$ cat src/rtl/zx_bus_pkg.sv
// Shared types and constants for the Z80 bus-master engine.
package zx_bus_pkg;

  typedef enum logic [2:0] {
    ST_IDLE,
    ST_REQ,
    ST_SETUP,
    ST_STROBE,
    ST_HOLD,
    ST_RELEASE,
    ST_NMI,
    ST_DONE
  } zx_state_e;

  // Bit positions inside ctrl_bus = {mreq_n, iorq_n, rd_n, wr_n}
  localparam int unsigned CTRL_MREQ = 3;
  localparam int unsigned CTRL_IORQ = 2;
  localparam int unsigned CTRL_RD   = 1;
  localparam int unsigned CTRL_WR   = 0;

  localparam logic DIR_WR    = 1'b1;
  localparam logic DIR_RD    = 1'b0;
  localparam logic SPACE_MEM = 1'b0;
  localparam logic SPACE_IO  = 1'b1;

endpackage

$ cat src/rtl/zx_sync_fifo.sv
// Synchronous FIFO with flush; rd_data shows the head entry combinationally.
module zx_sync_fifo #(
  parameter int unsigned WIDTH = 8,
  parameter int unsigned DEPTH = 16
) (
  input  logic             clk,
  input  logic             rst,
  input  logic             push,
  input  logic             pop,
  input  logic             flush,
  input  logic [WIDTH-1:0] wr_data,
  output logic [WIDTH-1:0] rd_data,
  output logic             full,
  output logic             empty
);
  localparam int unsigned AW = $clog2(DEPTH);

  logic [WIDTH-1:0] mem [DEPTH];
  logic [AW:0]      wr_ptr;
  logic [AW:0]      rd_ptr;

  assign empty   = (wr_ptr == rd_ptr);
  assign full    = (wr_ptr[AW] != rd_ptr[AW]) && (wr_ptr[AW-1:0] == rd_ptr[AW-1:0]);
  assign rd_data = mem[rd_ptr[AW-1:0]];

  // Storage array, written on an accepted push
  always_ff @(posedge clk) begin
    if (push && !full && !flush) begin
      mem[wr_ptr[AW-1:0]] <= wr_data;
    end
  end

  // Pointer update; flush empties the FIFO and drops a coincident push
  always_ff @(posedge clk) begin
    if (rst || flush) begin
      wr_ptr <= '0;
      rd_ptr <= '0;
    end else begin
      if (push && !full) begin
        wr_ptr <= wr_ptr + (AW+1)'(1);
      end
      if (pop && !empty) begin
        rd_ptr <= rd_ptr + (AW+1)'(1);
      end
    end
  end

endmodule

$ cat src/rtl/zx_bus_master.sv
// Z80 bus-master block transfer engine (BUSREQ/BUSACK handshake, mem or I/O,
// read or write). Optional macro ZXBM_NMI_EN: pulse nmi_n low for 8 cycles
// after the bus is released, before done.
module zx_bus_master
  import zx_bus_pkg::*;
#(
  parameter int unsigned ADDR_W     = 16,
  parameter int unsigned FIFO_DEPTH = 16,
  parameter int unsigned STROBE_CYC = 3
) (
  input  logic              clk_clk,
  input  logic              reset_reset,
  input  logic              start,
  input  logic              dir,
  input  logic              space,
  input  logic [ADDR_W-1:0] base_addr,
  input  logic [ADDR_W:0]   length,
  input  logic              abort,
  output logic              busy,
  output logic              done,
  output logic              aborted,
  input  logic              in_valid,
  output logic              in_ready,
  input  logic [7:0]        in_data,
  output logic              out_valid,
  input  logic              out_ready,
  output logic [7:0]        out_data,
  output logic              bus_req_n,
  input  logic              bus_ack_n,
  output logic [ADDR_W-1:0] address,
  output logic [7:0]        data_out,
  input  logic [7:0]        data_in,
  output logic              data_oe,
  output logic [3:0]        ctrl_bus,
  output logic              nmi_n
);
  localparam int unsigned SW = (STROBE_CYC > 1) ? $clog2(STROBE_CYC) : 1;
  localparam logic [SW-1:0]   STB_LAST = SW'(STROBE_CYC - 1);
  localparam logic [ADDR_W:0] CNT_ONE  = (ADDR_W+1)'(1);

  zx_state_e         state, state_nxt;
  logic              ack_s1, ack_s2;
  logic              dir_q, space_q, abort_q;
  logic [ADDR_W-1:0] addr_q;
  logic [ADDR_W:0]   cnt_q;
  logic [SW-1:0]     strb_cnt;
  logic [7:0]        data_out_q, out_data_q;
  logic              oe_q, out_valid_q;
  logic              fifo_empty, fifo_full, fifo_pop;
  logic [7:0]        fifo_rd_data;
  logic              abort_any, setup_go, strb_last, in_bus, capture;
`ifdef ZXBM_NMI_EN
  logic [2:0]        nmi_cnt;
`endif

  assign abort_any = abort || abort_q;
  assign in_bus    = (state == ST_REQ) || (state == ST_SETUP) ||
                     (state == ST_STROBE) || (state == ST_HOLD);
  assign setup_go  = (dir_q == DIR_WR) ? !fifo_empty : !out_valid_q;
  assign strb_last = (strb_cnt == STB_LAST);
  assign fifo_pop  = (state == ST_SETUP) && !abort_any && (dir_q == DIR_WR) && !fifo_empty;
  assign capture   = (state == ST_STROBE) && strb_last && (dir_q == DIR_RD);

  zx_sync_fifo #(.WIDTH(8), .DEPTH(FIFO_DEPTH)) u_fifo (
    .clk     (clk_clk),
    .rst     (reset_reset),
    .push    (in_valid),
    .pop     (fifo_pop),
    .flush   (state == ST_DONE),
    .wr_data (in_data),
    .rd_data (fifo_rd_data),
    .full    (fifo_full),
    .empty   (fifo_empty)
  );

  // Two-flop synchroniser for the asynchronous BUSACK pin
  always_ff @(posedge clk_clk) begin
    if (reset_reset) begin
      ack_s1 <= 1'b1;
      ack_s2 <= 1'b1;
    end else begin
      ack_s1 <= bus_ack_n;
      ack_s2 <= ack_s1;
    end
  end

  // State register
  always_ff @(posedge clk_clk) begin
    if (reset_reset) state <= ST_IDLE;
    else             state <= state_nxt;
  end

  // Next-state logic
  always_comb begin
    state_nxt = state;
    case (state)
      ST_IDLE:    if (start) state_nxt = (length == '0) ? ST_DONE : ST_REQ;
      ST_REQ:     if (abort_any) state_nxt = ST_RELEASE;
                  else if (!ack_s2) state_nxt = ST_SETUP;
      ST_SETUP:   if (abort_any) state_nxt = ST_RELEASE;
                  else if (setup_go) state_nxt = ST_STROBE;
      ST_STROBE:  if (strb_last) state_nxt = ST_HOLD;
      ST_HOLD:    state_nxt = ((cnt_q == CNT_ONE) || abort_any) ? ST_RELEASE : ST_SETUP;
`ifdef ZXBM_NMI_EN
      ST_RELEASE: if (ack_s2) state_nxt = ST_NMI;
      ST_NMI:     if (nmi_cnt == 3'd7) state_nxt = ST_DONE;
`else
      ST_RELEASE: if (ack_s2) state_nxt = ST_DONE;
`endif
      ST_DONE:    state_nxt = ST_IDLE;
      default:    state_nxt = ST_IDLE;
    endcase
  end

  // Transfer datapath: latched parameters, counters, bus data and read slot
  always_ff @(posedge clk_clk) begin
    if (reset_reset) begin
      dir_q       <= DIR_RD;
      space_q     <= SPACE_MEM;
      abort_q     <= 1'b0;
      addr_q      <= '0;
      cnt_q       <= '0;
      strb_cnt    <= '0;
      data_out_q  <= '0;
      oe_q        <= 1'b0;
      out_data_q  <= '0;
      out_valid_q <= 1'b0;
    end else begin
      if (state == ST_IDLE) begin
        abort_q <= 1'b0;
        if (start && (length != '0)) begin
          dir_q   <= dir;
          space_q <= space;
          addr_q  <= base_addr;
          cnt_q   <= length;
        end
      end else if (in_bus && abort) begin
        abort_q <= 1'b1;
      end
      if (state == ST_SETUP) strb_cnt <= '0;
      if (state == ST_STROBE) strb_cnt <= strb_cnt + SW'(1);
      if (fifo_pop) begin
        data_out_q <= fifo_rd_data;
        oe_q       <= 1'b1;
      end
      if (state == ST_HOLD) begin
        cnt_q  <= cnt_q - CNT_ONE;
        addr_q <= addr_q + ADDR_W'(1);
      end
      if (state == ST_RELEASE) oe_q <= 1'b0;
      if (capture) begin
        out_data_q  <= data_in;
        out_valid_q <= 1'b1;
      end else if (out_ready) begin
        out_valid_q <= 1'b0;
      end
    end
  end

`ifdef ZXBM_NMI_EN
  // NMI low-phase length counter
  always_ff @(posedge clk_clk) begin
    if (reset_reset || (state != ST_NMI)) nmi_cnt <= '0;
    else                                  nmi_cnt <= nmi_cnt + 3'd1;
  end
`endif

  // Outputs decoded from state plus held datapath registers
  always_comb begin
    ctrl_bus = '1;
    if (state == ST_STROBE) begin
      ctrl_bus[(space_q == SPACE_IO) ? CTRL_IORQ : CTRL_MREQ] = 1'b0;
      ctrl_bus[(dir_q == DIR_WR) ? CTRL_WR : CTRL_RD]         = 1'b0;
    end
    bus_req_n = !in_bus;
    busy      = (state != ST_IDLE);
    done      = (state == ST_DONE);
    aborted   = (state == ST_DONE) && abort_q;
`ifdef ZXBM_NMI_EN
    nmi_n     = (state != ST_NMI);
`else
    nmi_n     = 1'b1;
`endif
  end

  assign in_ready  = !fifo_full;
  assign out_valid = out_valid_q;
  assign out_data  = out_data_q;
  assign address   = addr_q;
  assign data_out  = data_out_q;
  assign data_oe   = oe_q;

endmodule

$ cat config.mk
export PLATFORM = sky130hd
export DESIGN_NAME = zx_bus_master
export DESIGN_NICKNAME = d
export VERILOG_FILES = /design/src/rtl/zx_bus_pkg.sv /design/src/rtl/zx_sync_fifo.sv /design/src/rtl/zx_bus_master.sv
export SDC_FILE = /design/constraint.sdc
export NUM_CORES = 1
export LEC_CHECK = 0
export BUFFER_PORTS_ARGS = -buffer_cell sky130_fd_sc_hd__buf_2
export CORE_MARGIN = 4
export CORE_UTILIZATION = 40
export CTS_BUF_LIST = sky130_fd_sc_hd__clkbuf_8
export CTS_CLUSTER_DIAMETER = 80
export DETAILED_ROUTE_END_ITERATION = 8
export REMOVE_ABC_BUFFERS = 1
export SLEW_MARGIN = 30
export SYNTH_ARGS = -nofsm -noshare
export SYNTH_HDL_FRONTEND = slang
export SYNTH_HIERARCHICAL = 1
export SYNTH_SLANG_ARGS = --single-unit
export TNS_END_PERCENT = 20
$ cat constraint.sdc
create_clock -name clk_clk -period 7.89 [get_ports clk_clk]
set_clock_uncertainty 0.2 [all_clocks]
set_input_delay 1.578 -clock clk_clk [delete_from_list [all_inputs] [get_ports clk_clk]]
set_output_delay 1.578 -clock clk_clk [all_outputs]
set_load 0.1 [all_outputs]
Word-level counts from Yosys, hierarchy flattened
Memories as Yosys holds them, arrays and structs flattened. A register that Yosys moved wholly into a read port is not among the register bits.
Cells that the tools add are included.
W data, S select, Z words.
- memories kept: 1
- RAM bits: 128
- output and inout port bits: 44
- flip-flop bits (word level): 63
- word-level logic and storage cells: 113
- input bits: 58
- reductions and logical operators: 39
- $lt $le $gt $ge: 4
- bitwise gates (word level): 4
- mux-type cells: 30
- add/subtract/negate cells: 5
- equal/unequal tests: 16
- memories (memory ; depth ; bits a word ; read ports ; clocked after memory_dff ; wr ports ; RTL line ; RTL):
    u_fifo.mem ; 16 ; 8 ; 1 ; 1 ; 1 ; zx_sync_fifo.sv:18 ; logic [WIDTH-1:0] mem [DEPTH];
- operators by type and width (operator ; number):
    $mux W17 ; 3
    $mux W16 ; 3
    $mux W3 ; 9
    $pmux W3 S6 ; 1
    $eq A17 B1 Y1 const B ; 1
    $logic_not A17 Y1 ; 1
    $reduce_bool A17 Y1 ; 1
    $sub A17 B1 Y17 const B ; 1
    $add A16 B1 Y16 const B ; 1
    $logic_and A1 B1 Y1 ; 14
    $add A5 B1 Y5 const B ; 2
    $eq A3 B3 Y1 const B ; 3
    $mux W1 ; 9
    $not A4 Y4 ; 2
    $reduce_bool A2 Y1 ; 4
    $eq A3 B2 Y1 const B ; 2
    $logic_not A1 Y1 ; 6
    $logic_or A1 B1 Y1 ; 6
    $ne A2 B2 Y1 const B ; 3
    $ne A3 B3 Y1 const B ; 2
    $eq A5 B5 Y1 ; 1
    $reduce_and A5 Y1 ; 1
    $and A4 B4 Y4 ; 1
    $demux W1 S2 ; 2
    other kinds (16) ; 19

Logic depth before layout (Yosys ltp)
- depth after elaboration: 8
- gate-level depth with buffers: 11

Modules after synthesis
The synthesis kept the hierarchy.
- modules (own cells, without submodules) (module ; area each (um2) ; instances ; cells each):
    zx_sync_fifo ; 5816.8 ; 1 ; 290
    zx_bus_master ; 3234.4 ; 1 ; 425

Worst setup path before layout
Ideal clock, no wire load.
- path kind: register -> output
- start: register state[0]
- end: output aborted
- path buffers: 1
- stages on the path, launching flop included: 5
- arrival time: 2.880 ns
- setup slack: 3.232 ns
- required time: 6.112 ns
- path through: dfxtp_1 buf_2 nand2_1 nor2_1 and2_1
- longest elaborated chain between the ends: 2
- ends and longest elaborated chain (item ; RTL line ; RTL):
    start: declaration ; zx_bus_master.sv:41 ; zx_state_e state, state_nxt;
    start signal: assignment ; zx_bus_master.sv:90 ; else state <= state_nxt;
    $eq A3 B3 Y1 ; n/a ;
    named net done ; zx_bus_master.sv:20 ; output logic done,
    $logic_and A1 B1 Y1 ; zx_bus_master.sv:178 ; aborted = (state == ST_DONE) && abort_q;
    end: declaration ; zx_bus_master.sv:21 ; output logic aborted,
The timed path passes the listed nets, and every way through them passes these cells.

Worst setup path after layout
- start: register state[0]
- end: output aborted
- longest elaborated chain between the ends: 2
- ends and longest elaborated chain (item ; RTL line):
    $eq A3 B3 Y1 ; zx_bus_master.sv:178
    $logic_and A1 B1 Y1 ; zx_bus_master.sv:178
No other way between the ends.

==> results.cfg <==
[run_status]
status = complete, no violations

[worst_setup_path]
r2r_start = u_fifo/wr_ptr[2]$_SDFFE_PP0P_
cp_top_family = simple AND/OR/NAND/NOR gates
path_buf_inv = 1
crit_arrival_ns = 2.54
cp-startpoint = state[0]$_SDFFE_PP0P_
worstSetupEndpointType = primary output
max_stage_delay_ns = 0.74
cp_cell_sequence = nand2_1 -> nor2_1 -> and2_1 -> buf_2
cp_max_fo = 20
required_ns = 6.11
start_kind = flip-flop
slowest_stage = dfxtp_1
worst-setup-path-type = reg2out

[sta]
rsz0062_at_grt = no
final_max_slew_viol_count = 0
hold_viol_final = 0
worst_pin_slew_ns = 0.805
fin_ws_ns = 3.57
fmax_ghz = 0.232
setup_viol = 0
relSlewSlack_pct = 46.3
period_share_pct = 54.7
fin_tns_setup_ns = 0
fin_crit_ns = 4.32

[cts]
cts_setup_buffers = 0
clkSinkCount = 203
htree_levels = 2
clkTransAtPathRegs_ns = 0.06
cts_buffers = 36
cts_tree = yes
cts_resized = 0
worstSkewPairLatency_ns = 0.55
root_buffer = clkbuf_8
holdBufCountCts = 0
cts_buffer_depth = 3

[placement]
place_area_sq_um = 9850
gp_congestion = 0.818
dp.final_hpwl_mm = 13.8
post-place-cells = 1073
preCtsSetupSlack_ns = 3.67
port_buffers = 100

[job]
max_cap_viol_count = 0

[synth]
async_flop_share_pct = 0
yosysTopAreaCellShare_pct = 42.5
synth-edff-count = 128
ys_seq_area_share_pct = 59.1
syn_area_per_cell_sq_um = 12.7
synth_area_leaders = edfxtp_1 (42%), dfxtp_1 (17%), mux4_1 (7.0%)
synth.distinct_cells = 69
synth_area_sq_um = 9050
netlist_top_cells_count = edfxtp_1 (128), dfxtp_1 (75), nand2_1 (68)
synthCells = 715
ys_seq_elements = 203
yosysWarnings = 6
netlist.top_cell.by_area = edfxtp_1
synthFlopType = edfxtp_1
synth_most_common_cell = edfxtp_1

[final_layout]
antennaDiodeCount = 0
syn_to_final_growth_pct = 16.8
layoutNonFillerInstCount = 1138
drive_gt1_share_pct = 24.1
final_area_sq_um = 10600
final_nets = 898

[global_routing]
grt_overflow_total = 0
grt_max_degree = 65
grtUsageTotal_pct = 16.1
grt_pass1_wl_mm = 32.2
grt_pass1_vias = 6102
antenna_found_initial = 0

[drt]
drtIter0Drc = 511
viasPerCell = 5.52
wl_per_cell_um = 18.0
drt-pass1-iter-count = 4
num_vias = 6278
drc = 0
routed_wl_mm = 20.5
antenna_left = 0

[power]
p_per_area_nw_per_um2 = 271
p_leak_nw = 3.68
peakVddDrop_v = 0.000195

[floorplan]
rows = 54
die_y_um = 158
boundaryPins = 102
dieArea_sq_um = 25100
die_w_um = 158
coreArea_sq_um = 22000
start_util_pct = 41.1

[min_path]
min-delay-start = ack_s1$_SDFF_PP1_
min-delay-path-class = reg2reg
[registers in the layout (all words and copies together), names as in the netlist, named ones only]
name,cells
u_fifo/mem,128
abort_q,1
data_out,8
data_oe,1
state,3
strb_cnt,2
out_data,8
ack_s2,1
space_q,1
u_fifo/rd_ptr,5
address,16
cnt_q,17
out_valid,1
dir_q,1
ack_s1,1
u_fifo/wr_ptr,5
[power breakdown]
part	leakage (nW)	total [W]	switching (W)	internal, W
Combinational	1.51	0.000646	0.000466	0.000180
Sequential	1.77	0.00128	0.0000843	0.00119
Clock	0.400	0.000949	0.000440	0.000509
Total	3.68	0.00287	0.000990	0.00188
[worst reg2reg max path: stages (launching register included)]
cell and delay [ns]:
dfxtp_1 0.66, xnor2_1 0.16, nand4_1 0.25, nor2_1 0.13, or4b_2 0.83, clkinv_1 0.26, nand2_1 0.14, or4_1 0.48
o211ai_1 0.17
[kinds of logic (layout without fill, tap and decap cells)]
logic type	Yosys count	after routing	synth area share [%]
AND/OR/NAND/NOR	249	249	14.0
buffers and inverters	59	202	3.11
flip-flops	203	203	59.1
multiplexers	47	47	11.7
XOR/XNOR	11	11	1.15
other	1	1	0.0414
AO/OA/AOI/OAI	136	136	9.72
adder cells (fa/ha/maj)	9	9	1.24
[path summary, 6_finish.rpt]
kind / cells after the start / slack [ns] / to
min: 1 / 0.21 / ack_s2$_SDFF_PP1_
max reg2reg: 8 / 4.56 / u_fifo/rd_ptr[4]$_SDFFE_PP0N_
min reg2reg: 1 / 0.21 / ack_s2$_SDFF_PP1_
max: 4 / 3.57 / aborted
[routing by layer]
layer | part of all wire (%) | global-route usage [%]
met3 | 6.3 | 3.10
met2 | 46 | 25.6
met1 | 45 | 22.5
met5 | 0 | 0
met4 | 2.1 | 5.44
[area by class of cell]
cell class / count / area [sq um]
tap: 280 / 350
clock buffer: 40 / 551
timing repair buffer: 121 / 658
fill: 1974 / 11500
sequential: 203 / 5350
clock inverter: 25 / 165
multi-input combinational: 453 / 3440
inverter: 16 / 60.1
[layout by cell type, fill, tap and decap left out, drive strengths merged, types with 8 or more instances in the layout]
master | Yosys | final
edfxtp | 128 | 128
xnor2 | 10 | 10
o211ai | 10 | 10
nor2 | 44 | 44
a211oi | 8 | 8
a21oi | 50 | 50
dfxtp | 75 | 75
ha | 9 | 9
inv | 15 | 24
nand2 | 68 | 68
or2 | 8 | 8
nand4 | 11 | 11
clkbuf | 28 | 40
buf | 15 | 121
nand2b | 8 | 8
nor3 | 29 | 29
clkinv | 1 | 16
nor4 | 26 | 26
mux4 | 40 | 40
nand3 | 22 | 22
o21ai | 24 | 24
[per-stage QoR]
stage	hold WS (ns)	total power, W	util (%)
2_1_floorplan	0.189	0.00177	-
3_3_place_gp	0.199	0.00193	44.7
3_5_place_dp	0.202	0.00194	44.7
4_1_cts	0.213	0.00290	48.0
5_1_grt	0.231	0.00302	48.0
6_report	0.210	0.00287	48.0
Power figures use the tool's default switching activity.
